`config.mk`:
```
export PLATFORM = sky130hd
export DESIGN_NAME = mul_float_pipe
export DESIGN_NICKNAME = d
export VERILOG_FILES = /design/src/rtl/mul_float_pipe.sv
export SDC_FILE = /design/constraint.sdc
export NUM_CORES = 2
export LEC_CHECK = 0
export BUFFER_PORTS_ARGS = -buffer_cell sky130_fd_sc_hd__buf_2
export CORE_UTILIZATION = 59
export CTS_CLUSTER_SIZE = 8
export DETAILED_ROUTE_END_ITERATION = 6
export PLACE_DENSITY = 0.86
export REMOVE_ABC_BUFFERS = 1
export SLEW_MARGIN = 15
export SYNTH_ARGS = -nofsm -noshare
export SYNTH_HDL_FRONTEND = slang
export SYNTH_SLANG_ARGS = --single-unit
```
`constraint.sdc`:
```
create_clock -name clk -period 5.1 [get_ports clk]
set_clock_uncertainty 0.05 [all_clocks]
set_input_delay 1.02 -clock clk [delete_from_list [all_inputs] [get_ports clk]]
set_output_delay 1.02 -clock clk [all_outputs]
set_load 0.02 [all_outputs]
```
`src/rtl/mul_float_pipe.sv`:
```
// mul_float_pipe: three-stage pipelined floating-point multiplier with
// valid/ready handshakes, round-to-nearest-even, special-value handling and
// per-result {invalid, overflow, underflow} flags. Denormals flush to zero.
module mul_float_pipe #(
  parameter int EXP_W = 8,
  parameter int MAN_W = 23,
  localparam int W = 1 + EXP_W + MAN_W
) (
  input  logic         clk,
  input  logic         reset,
  input  logic         in_valid,
  output logic         in_ready,
  input  logic [W-1:0] a,
  input  logic [W-1:0] b,
  output logic         out_valid,
  input  logic         out_ready,
  output logic [W-1:0] y,
  output logic [2:0]   flags
);

  localparam int EW2 = EXP_W + 2;
  localparam int PW  = 2 * (MAN_W + 1);
  localparam logic signed [EW2-1:0] BIAS_S    = EW2'((1 << (EXP_W - 1)) - 1);
  localparam logic signed [EW2-1:0] EXP_MAX_S = EW2'((1 << EXP_W) - 1);
  localparam logic signed [EW2-1:0] ZERO_S    = '0;
  localparam logic [W-1:0] QNAN = {1'b0, {EXP_W{1'b1}}, 1'b1, {(MAN_W-1){1'b0}}};

  // stage 1 registers: unpacked operands
  logic                  s1_v_q, s1_v_d;
  logic                  s1_sign_q, s1_sign_d;
  logic signed [EW2-1:0] s1_exp_q, s1_exp_d;
  logic [PW-1:0]         s1_prod_q, s1_prod_d;
  logic                  s1_spec_q, s1_spec_d;
  logic [W-1:0]          s1_spec_y_q, s1_spec_y_d;
  logic                  s1_inv_q, s1_inv_d;
  // stage 2 registers: normalised mantissa with guard/round/sticky
  logic                  s2_v_q, s2_v_d;
  logic                  s2_sign_q, s2_sign_d;
  logic signed [EW2-1:0] s2_exp_q, s2_exp_d;
  logic [MAN_W-1:0]      s2_frac_q, s2_frac_d;
  logic                  s2_g_q, s2_g_d;
  logic                  s2_r_q, s2_r_d;
  logic                  s2_s_q, s2_s_d;
  logic                  s2_spec_q, s2_spec_d;
  logic [W-1:0]          s2_spec_y_q, s2_spec_y_d;
  logic                  s2_inv_q, s2_inv_d;
  // stage 3 registers: the visible result
  logic                  out_valid_q, out_valid_d;
  logic [W-1:0]          y_q, y_d;
  logic [2:0]            flags_q, flags_d;

  logic advance;

  // the whole pipe moves as one unless a finished result is stuck at the output
  always_comb begin
    advance  = !out_valid_q || out_ready;
    in_ready = advance;
  end

  assign out_valid = out_valid_q;
  assign y         = y_q;
  assign flags     = flags_q;

  // stage 1: unpack, classify, exponent sum, mantissa product
  always_comb begin
    logic             sa, sb, a_zero, b_zero, a_inf, b_inf, a_nan, b_nan;
    logic [EXP_W-1:0] ea, eb;
    logic [MAN_W-1:0] fa, fb;
    sa = a[W-1];
    sb = b[W-1];
    ea = a[W-2:MAN_W];
    eb = b[W-2:MAN_W];
    fa = a[MAN_W-1:0];
    fb = b[MAN_W-1:0];
    a_zero = (ea == '0);
    b_zero = (eb == '0);
    a_inf  = (&ea) && (fa == '0);
    b_inf  = (&eb) && (fb == '0);
    a_nan  = (&ea) && (fa != '0);
    b_nan  = (&eb) && (fb != '0);

    s1_v_d      = s1_v_q;
    s1_sign_d   = s1_sign_q;
    s1_exp_d    = s1_exp_q;
    s1_prod_d   = s1_prod_q;
    s1_spec_d   = s1_spec_q;
    s1_spec_y_d = s1_spec_y_q;
    s1_inv_d    = s1_inv_q;
    if (advance) begin
      s1_v_d      = in_valid;
      s1_sign_d   = sa ^ sb;
      s1_exp_d    = $signed({2'b00, ea}) + $signed({2'b00, eb}) - BIAS_S;
      s1_prod_d   = PW'({1'b1, fa}) * PW'({1'b1, fb});
      s1_spec_d   = 1'b0;
      s1_spec_y_d = '0;
      s1_inv_d    = 1'b0;
      if (a_nan || b_nan) begin
        s1_spec_d   = 1'b1;
        s1_spec_y_d = QNAN;
      end else if ((a_zero && b_inf) || (a_inf && b_zero)) begin
        s1_spec_d   = 1'b1;
        s1_spec_y_d = QNAN;
        s1_inv_d    = 1'b1;
      end else if (a_inf || b_inf) begin
        s1_spec_d   = 1'b1;
        s1_spec_y_d = {sa ^ sb, {EXP_W{1'b1}}, {MAN_W{1'b0}}};
      end else if (a_zero || b_zero) begin
        s1_spec_d   = 1'b1;
        s1_spec_y_d = {sa ^ sb, {(W-1){1'b0}}};
      end
    end
  end

  // stage 2: normalise a product in [1,4) to [1,2) and split off guard/round/sticky
  always_comb begin
    logic [PW-2:0] norm;
    norm = s1_prod_q[PW-1] ? s1_prod_q[PW-2:0] : {s1_prod_q[PW-3:0], 1'b0};

    s2_v_d      = s2_v_q;
    s2_sign_d   = s2_sign_q;
    s2_exp_d    = s2_exp_q;
    s2_frac_d   = s2_frac_q;
    s2_g_d      = s2_g_q;
    s2_r_d      = s2_r_q;
    s2_s_d      = s2_s_q;
    s2_spec_d   = s2_spec_q;
    s2_spec_y_d = s2_spec_y_q;
    s2_inv_d    = s2_inv_q;
    if (advance) begin
      s2_v_d      = s1_v_q;
      s2_sign_d   = s1_sign_q;
      s2_exp_d    = s1_exp_q + $signed(EW2'(s1_prod_q[PW-1]));
      s2_frac_d   = norm[PW-2 -: MAN_W];
      s2_g_d      = norm[PW-2-MAN_W];
      s2_r_d      = norm[PW-3-MAN_W];
      s2_s_d      = |norm[PW-4-MAN_W:0];
      s2_spec_d   = s1_spec_q;
      s2_spec_y_d = s1_spec_y_q;
      s2_inv_d    = s1_inv_q;
    end
  end

  // stage 3: round to nearest even, range check, pick special or arithmetic result
  always_comb begin
    logic                  inc;
    logic [MAN_W:0]        rnd;
    logic signed [EW2-1:0] exp_f;
    inc   = s2_g_q && (s2_r_q || s2_s_q || s2_frac_q[0]);
    rnd   = {1'b0, s2_frac_q} + (MAN_W+1)'(inc);
    // a carry out means 1.11..1 rounded up to 10.00..0: fraction is already zero
    exp_f = s2_exp_q + $signed(EW2'(rnd[MAN_W]));

    out_valid_d = out_valid_q;
    y_d         = y_q;
    flags_d     = flags_q;
    if (advance) begin
      out_valid_d = s2_v_q;
      if (s2_spec_q) begin
        y_d     = s2_spec_y_q;
        flags_d = {s2_inv_q, 2'b00};
      end else if (exp_f >= EXP_MAX_S) begin
        y_d     = {s2_sign_q, {EXP_W{1'b1}}, {MAN_W{1'b0}}};
        flags_d = 3'b010;
      end else if (exp_f <= ZERO_S) begin
        y_d     = {s2_sign_q, {(W-1){1'b0}}};
        flags_d = 3'b001;
      end else begin
        y_d     = {s2_sign_q, exp_f[EXP_W-1:0], rnd[MAN_W-1:0]};
        flags_d = 3'b000;
      end
    end
  end

  // pipeline registers; reset discards everything in flight
  always_ff @(posedge clk or posedge reset) begin
    if (reset) begin
      s1_v_q      <= 1'b0;
      s1_sign_q   <= 1'b0;
      s1_exp_q    <= '0;
      s1_prod_q   <= '0;
      s1_spec_q   <= 1'b0;
      s1_spec_y_q <= '0;
      s1_inv_q    <= 1'b0;
      s2_v_q      <= 1'b0;
      s2_sign_q   <= 1'b0;
      s2_exp_q    <= '0;
      s2_frac_q   <= '0;
      s2_g_q      <= 1'b0;
      s2_r_q      <= 1'b0;
      s2_s_q      <= 1'b0;
      s2_spec_q   <= 1'b0;
      s2_spec_y_q <= '0;
      s2_inv_q    <= 1'b0;
      out_valid_q <= 1'b0;
      y_q         <= '0;
      flags_q     <= '0;
    end else begin
      s1_v_q      <= s1_v_d;
      s1_sign_q   <= s1_sign_d;
      s1_exp_q    <= s1_exp_d;
      s1_prod_q   <= s1_prod_d;
      s1_spec_q   <= s1_spec_d;
      s1_spec_y_q <= s1_spec_y_d;
      s1_inv_q    <= s1_inv_d;
      s2_v_q      <= s2_v_d;
      s2_sign_q   <= s2_sign_d;
      s2_exp_q    <= s2_exp_d;
      s2_frac_q   <= s2_frac_d;
      s2_g_q      <= s2_g_d;
      s2_r_q      <= s2_r_d;
      s2_s_q      <= s2_s_d;
      s2_spec_q   <= s2_spec_d;
      s2_spec_y_q <= s2_spec_y_d;
      s2_inv_q    <= s2_inv_d;
      out_valid_q <= out_valid_d;
      y_q         <= y_d;
      flags_q     <= flags_d;
    end
  end

endmodule

```
# Yosys cells after proc, flatten, opt, wreduce, memory -nomap -nowiden
# Cells that the tools add are included.
# word_totals
regBits	202
# classes
n_reduce_logical	24
bitwise_logic	1
addsub	5
n_mul	1
order_cmp	2
mux	17
# ops
cell	count
2-to-1 mux 32 bit	5
2-to-1 mux 31 bit	2
multiplier 24 x 24 -> 48 bit	1
2-to-1 mux 47 bit	1
logical NOT 23 bit	2
nonzero test 23 bit	2
adder 23 x 1 -> 24 bit	1
OR reduction 22 bit	1
adder 10 x 2 -> 10 bit	2
logical NOT 8 bit	2
AND reduction 8 bit	2
>= comparator 10 x 9 -> 1 bit, second input constant	1
less-or-equal comparator 10 x 1 -> 1 bit, second input constant	1
subtractor 9 x 7 -> 10 bit, second input constant	1
adder 8 x 8 -> 9 bit	1
logical AND 1 bit	7
logical OR 1 bit	7
2-to-1 mux 1 bit	7
2-to-1 mux 3 bit	1
2-to-1 mux 2 bit	1
logical NOT 1 bit	1
XOR 1 bit	1

# Depth between registers and ports, before layout
# logic_depth
ltp_word	9
ltp_mapped	26
mapped_depth_nobuf	24

# Worst setup path after synthesis
# OpenSTA, ideal clock, no wires.
# synth_timing
path_kind	input-to-reg
from	input port b[3]
to	register s1_prod_q[44]
setup_slack_ps	-2080
stages	25
arrival_time_ps	7010
setup_ps	120
path_cell_list	clkbuf_1 > nand2_1 > fa_1 > inv_1 > fa_1 > inv_1 > fa_1 > inv_1 > fa_1 > inv_1 > fa_1 > inv_1 > fa_1 > inv_1 > fa_1 > inv_1 > ha_1 > and3_1 > nand2_1 > a211o_1 > a21o_1 > a211oi_2 > o2111a_1 > o21ai_0 > a31o_2
# synth_between
elab_chain_cells	1
# synth_rtl
element	line	text
from (decl)	14	input logic [W-1:0] b,
multiplier 24 x 24 -> 48 bit	93	s1_prod_d = PW'({1'b1, fa}) * PW'({1'b1, fb});
to (signal assigned)	201	s1_prod_q <= s1_prod_d;
to (decl)	32	logic [PW-1:0] s1_prod_q, s1_prod_d;
# No other way between the ends.
# A chain may end at the register's enable or synchronous reset.

# Worst setup path in the final report
# layout_timing
from	input port a[7]
to	register s1_prod_q[32]
# layout_between
elab_chain_cells	1
# layout_rtl
element	line	text
from (decl)	13	input logic [W-1:0] a,
multiplier 24 x 24 -> 48 bit	93	
# No other way between the ends.

==> results.md <==
* Status: finished with violations
* Failing checks: negative setup slack
* All-layer global routing usage at 37.56%
* Setup WS post-layout at -1.913 ns
* Setup crit start kind: primary input
* 1st-iter DRT viols at approximately 2800
* Placer Congestion at approximately 0.97
* Async SR Flop Fraction at 100.0%
* Vias/cell at between 6 and 7
* Max Cap Viol at 0
* Worst-case reg-to-reg path depth at 14
* Number of port buffers at roughly 100
* Post-synth top area share at approximately 37%
* Layout Cells excl Fill at about 3900
* Die Span Y at 211.4 µm
* Drt first pass iters at 6
* Root Buffer: clkbuf_16
* Final Hold Viols at 0
* Final Cell Area at ~32000 µm²
* Synth Register Bits at 144
* Slew headroom at 35.87%
* Clock H-tree levels at 4
* Via count at 23501
* Worst-skew pair later-pin latency at about 0.43 ns
* Register area share after synthesis at approximately 14%
* Cells on Worst Hold Path at 2
* Largest net degree at the start of global routing at ~120
* CTS buffer count at 17
* Final setup fails at 39
* Vias in the first global route at about 25000
* GRT overflow at 0
* Worst path arrival time at 7.24 ns
* Final wirelength at 85.82 mm
* Crit-path max FO at 9
* Max-slew violation count at 0
* WS Path Type: in -> reg
* Die X at around 210 µm
* Tcrit/Tclk final at 137.5%
* Initial Utilization at 59.94%
* DP HPWL at around 61 mm
* Initial antenna violation count at 0
* Placed Cells at about 3800
* Measured slew at the worst slew-check pin at between 0.9 and 1 ns
* Top cell type by total area after synthesis: fa_1
* Placed Area at just under 30000 µm²
* Top achievable clock speed at 0.1426 GHz
* RSZ-0062 raised after global routing: true
* Area Overhead vs Synth at 25.59%
* Synth warnings at 0
* First-pass GRT wire length at 128.8 mm
* Die area at roughly 45000 µm²
* Clock-pin slew on the worst setup and hold paths at about 0.070 ns
* Multi-input logic area at slightly above 20000 µm²
* Register area at around 3600 µm²
* Clock Path Buffers at 2
* Post-synthesis cell count at slightly below 3000
* CP Capture Type: flop
* Post-synth EDFFs at 0
* Clk sinks at between 100 and 150
* Total I/O pin count at 105
* CP required at between 5 and 6 ns
* Filler Cells Inserted at approximately 2600
* NumNets Final at 4035
* Core area at 43170 µm²
* Yosys cell types at 67
* Layout cell share with drive strength beyond 1 at about 25%
* Prevailing post-synth register cell: dfrtp_1
* Synthesized area per cell at 8.895 µm²
* DR DRC count at 0
* CTS tree: done
* Period minus WS final at between 7 and 8 ns
* Num rows at 76
* Cts hold-fix bufs at 0
* Hold Path Class: reg -> reg
* Synthesized cell area at 25870 µm²
* Antenna-violating nets left at 0
* Routed len/inst at ~22 µm
* Synth area leaders: fa_1 (37%), dfrtp_1 (14%), ha_1 (9.3%)
## worst paths after layout
path	start	to	slack (ns)
min in group asynchronous	reset	y[17]$_DFFE_PP0P_	0.54
max in group asynchronous	reset	s2_frac_q[10]$_DFFE_PP0P_	3.74
worst max register to register	s2_frac_q[2]$_DFFE_PP0P_	y[17]$_DFFE_PP0P_	0.56
worst min register to register	s2_v_q$_DFFE_PP0P_	s2_v_q$_DFFE_PP0P_	0.42
worst min-delay path	s2_v_q$_DFFE_PP0P_	s2_v_q$_DFFE_PP0P_	0.42
worst max-delay path	a[7]	s1_prod_q[32]$_DFFE_PP0P_	-1.91
## through the flow
step | setup WS, ns | TNS (ns) | util (%) | hold WS, ns
after CTS | -1.780 | -50.88 | 73.64 | 0.4236
final | -1.913 | -60.02 | 75.28 | 0.4182
after detailed placement | -2.504 | -81.14 | 67.41 | 0.4080
after global placement | -2.400 | -77.45 | 67.41 | 0.3906
after global routing | -2.027 | -64.13 | 75.27 | 0.4472
after floorplan | -5.309 | -514.77 | - | 0.3800
## cell families (layout without fill, tap and decap cells)
group	count (synthesis)	after routing	share of synthesized area, %
AOI/OAI and AO/OA	298	298	7.297
xor gates and xnor gates	71	71	2.403
adders and majority gates	676	676	46.70
buffers and inverters	732	1127	10.72
DFF	144	144	13.93
muxes	32	32	1.248
other	0	1	0
and+or+nand+nor	956	956	17.71
## layout by cell type, fill, tap and decap left out, types with 20 or more instances in the layout
cell and n:
ha_1 160, o21ai_1 26, xnor2_1 31, fa_1 451, fa_2 32, a21oi_1 62
mux2i_1 30, a21o_1 20, buf_12 25, buf_4 301, nand2_2 20, nand3_1 27
inv_1 530, nand4_1 24, and2_1 221, buf_6 89, dfrtp_1 144, o21ai_0 55
nor2_1 100, ha_4 29, nand2_1 416, xor2_1 34, and2_4 27, inv_2 48
buf_2 68
## critical path, stage by stage
cell and delay, ns:
buf_6 0.12, buf_6 0.15, and2_1 0.18, fa_2 0.64, inv_1 0.15, fa_1 0.57
inv_1 0.05, ha_1 0.30, ha_1 0.29, inv_1 0.06, fa_1 0.55, inv_2 0.05
fa_1 0.52, inv_2 0.05, fa_1 0.52, inv_2 0.06, ha_4 0.29, and3_4 0.23
nand2_2 0.05, a211o_1 0.31, a21o_1 0.24, a211oi_4 0.29, buf_4 0.17, nor2_4 0.05
xor2_1 0.22, a21oi_1 0.11
## sequential cells by signal (all words and copies together), names as in the netlist
| register | count |
|---|---|
| flags | 3 |
| out_valid | 1 |
| s1_exp_q | 10 |
| s1_inv_q | 1 |
| s1_prod_q | 48 |
| s1_sign_q | 1 |
| s1_spec_q | 1 |
| s1_spec_y_q | 3 |
| s1_v_q | 1 |
| s2_exp_q | 10 |
| s2_frac_q | 23 |
| s2_g_q | 1 |
| s2_inv_q | 1 |
| s2_r_q | 1 |
| s2_s_q | 1 |
| s2_sign_q | 1 |
| s2_spec_q | 1 |
| s2_spec_y_q | 3 |
| s2_v_q | 1 |
| y | 32 |
## final cells by class
cell class                      instances  area share, %
Sequential cell                       144          11.09
Clock inverter                         15         0.6045
Clock buffer                           17          1.309
Antenna cell                            1       0.007700
Multi-Input combinational cell       2033          63.87
Tap cell                              585          2.252
Inverter                              588          6.876
Timing Repair Buffer                  507          13.99
## Yosys cell counts, types with 4 or more instances
library cell	number
nor4_1	19
o21ai_0	78
a21o_1	22
nor3b_1	4
xnor2_1	37
o22ai_1	4
nand4_1	24
a211oi_1	4
dfrtp_1	144
or3_1	5
mux2i_1	30
fa_1	483
and3_1	15
nand3_1	31
ha_1	193
nor2_1	117
nand2_1	440
o21ai_1	16
and2_1	248
or4_1	5
o21a_1	4
a221o_1	8
nor2b_1	8
buf_1	9
o21ai_2	7
clkbuf_1	125
a31oi_1	12
o211ai_1	6
and4_1	8
xor2_1	34
o21bai_1	11
o31ai_1	5
buf_2	8
nor3_1	20
a21oi_1	90
inv_1	584
## routing by layer
metal  up-vias  track usage (%)  part of all wire (%)
li1       9664                -                     -
met1     11537            45.49                    35
met2      1745            61.45                    47
met3       553            10.35                    11
met4         2            19.39                   7.0
met5         -           0.4449                 0.077
## what timing repair did
item,in CTS,in global routing
endpoints found under the setup margin,40,40
setup buffers,55,29
gates resized for setup,395,150
cloned,4,0
pin swaps,173,108
Power is left out: the tool's default activity adds up to more than one toggle a clock period on the data nets, which glitch-free logic cannot reach.
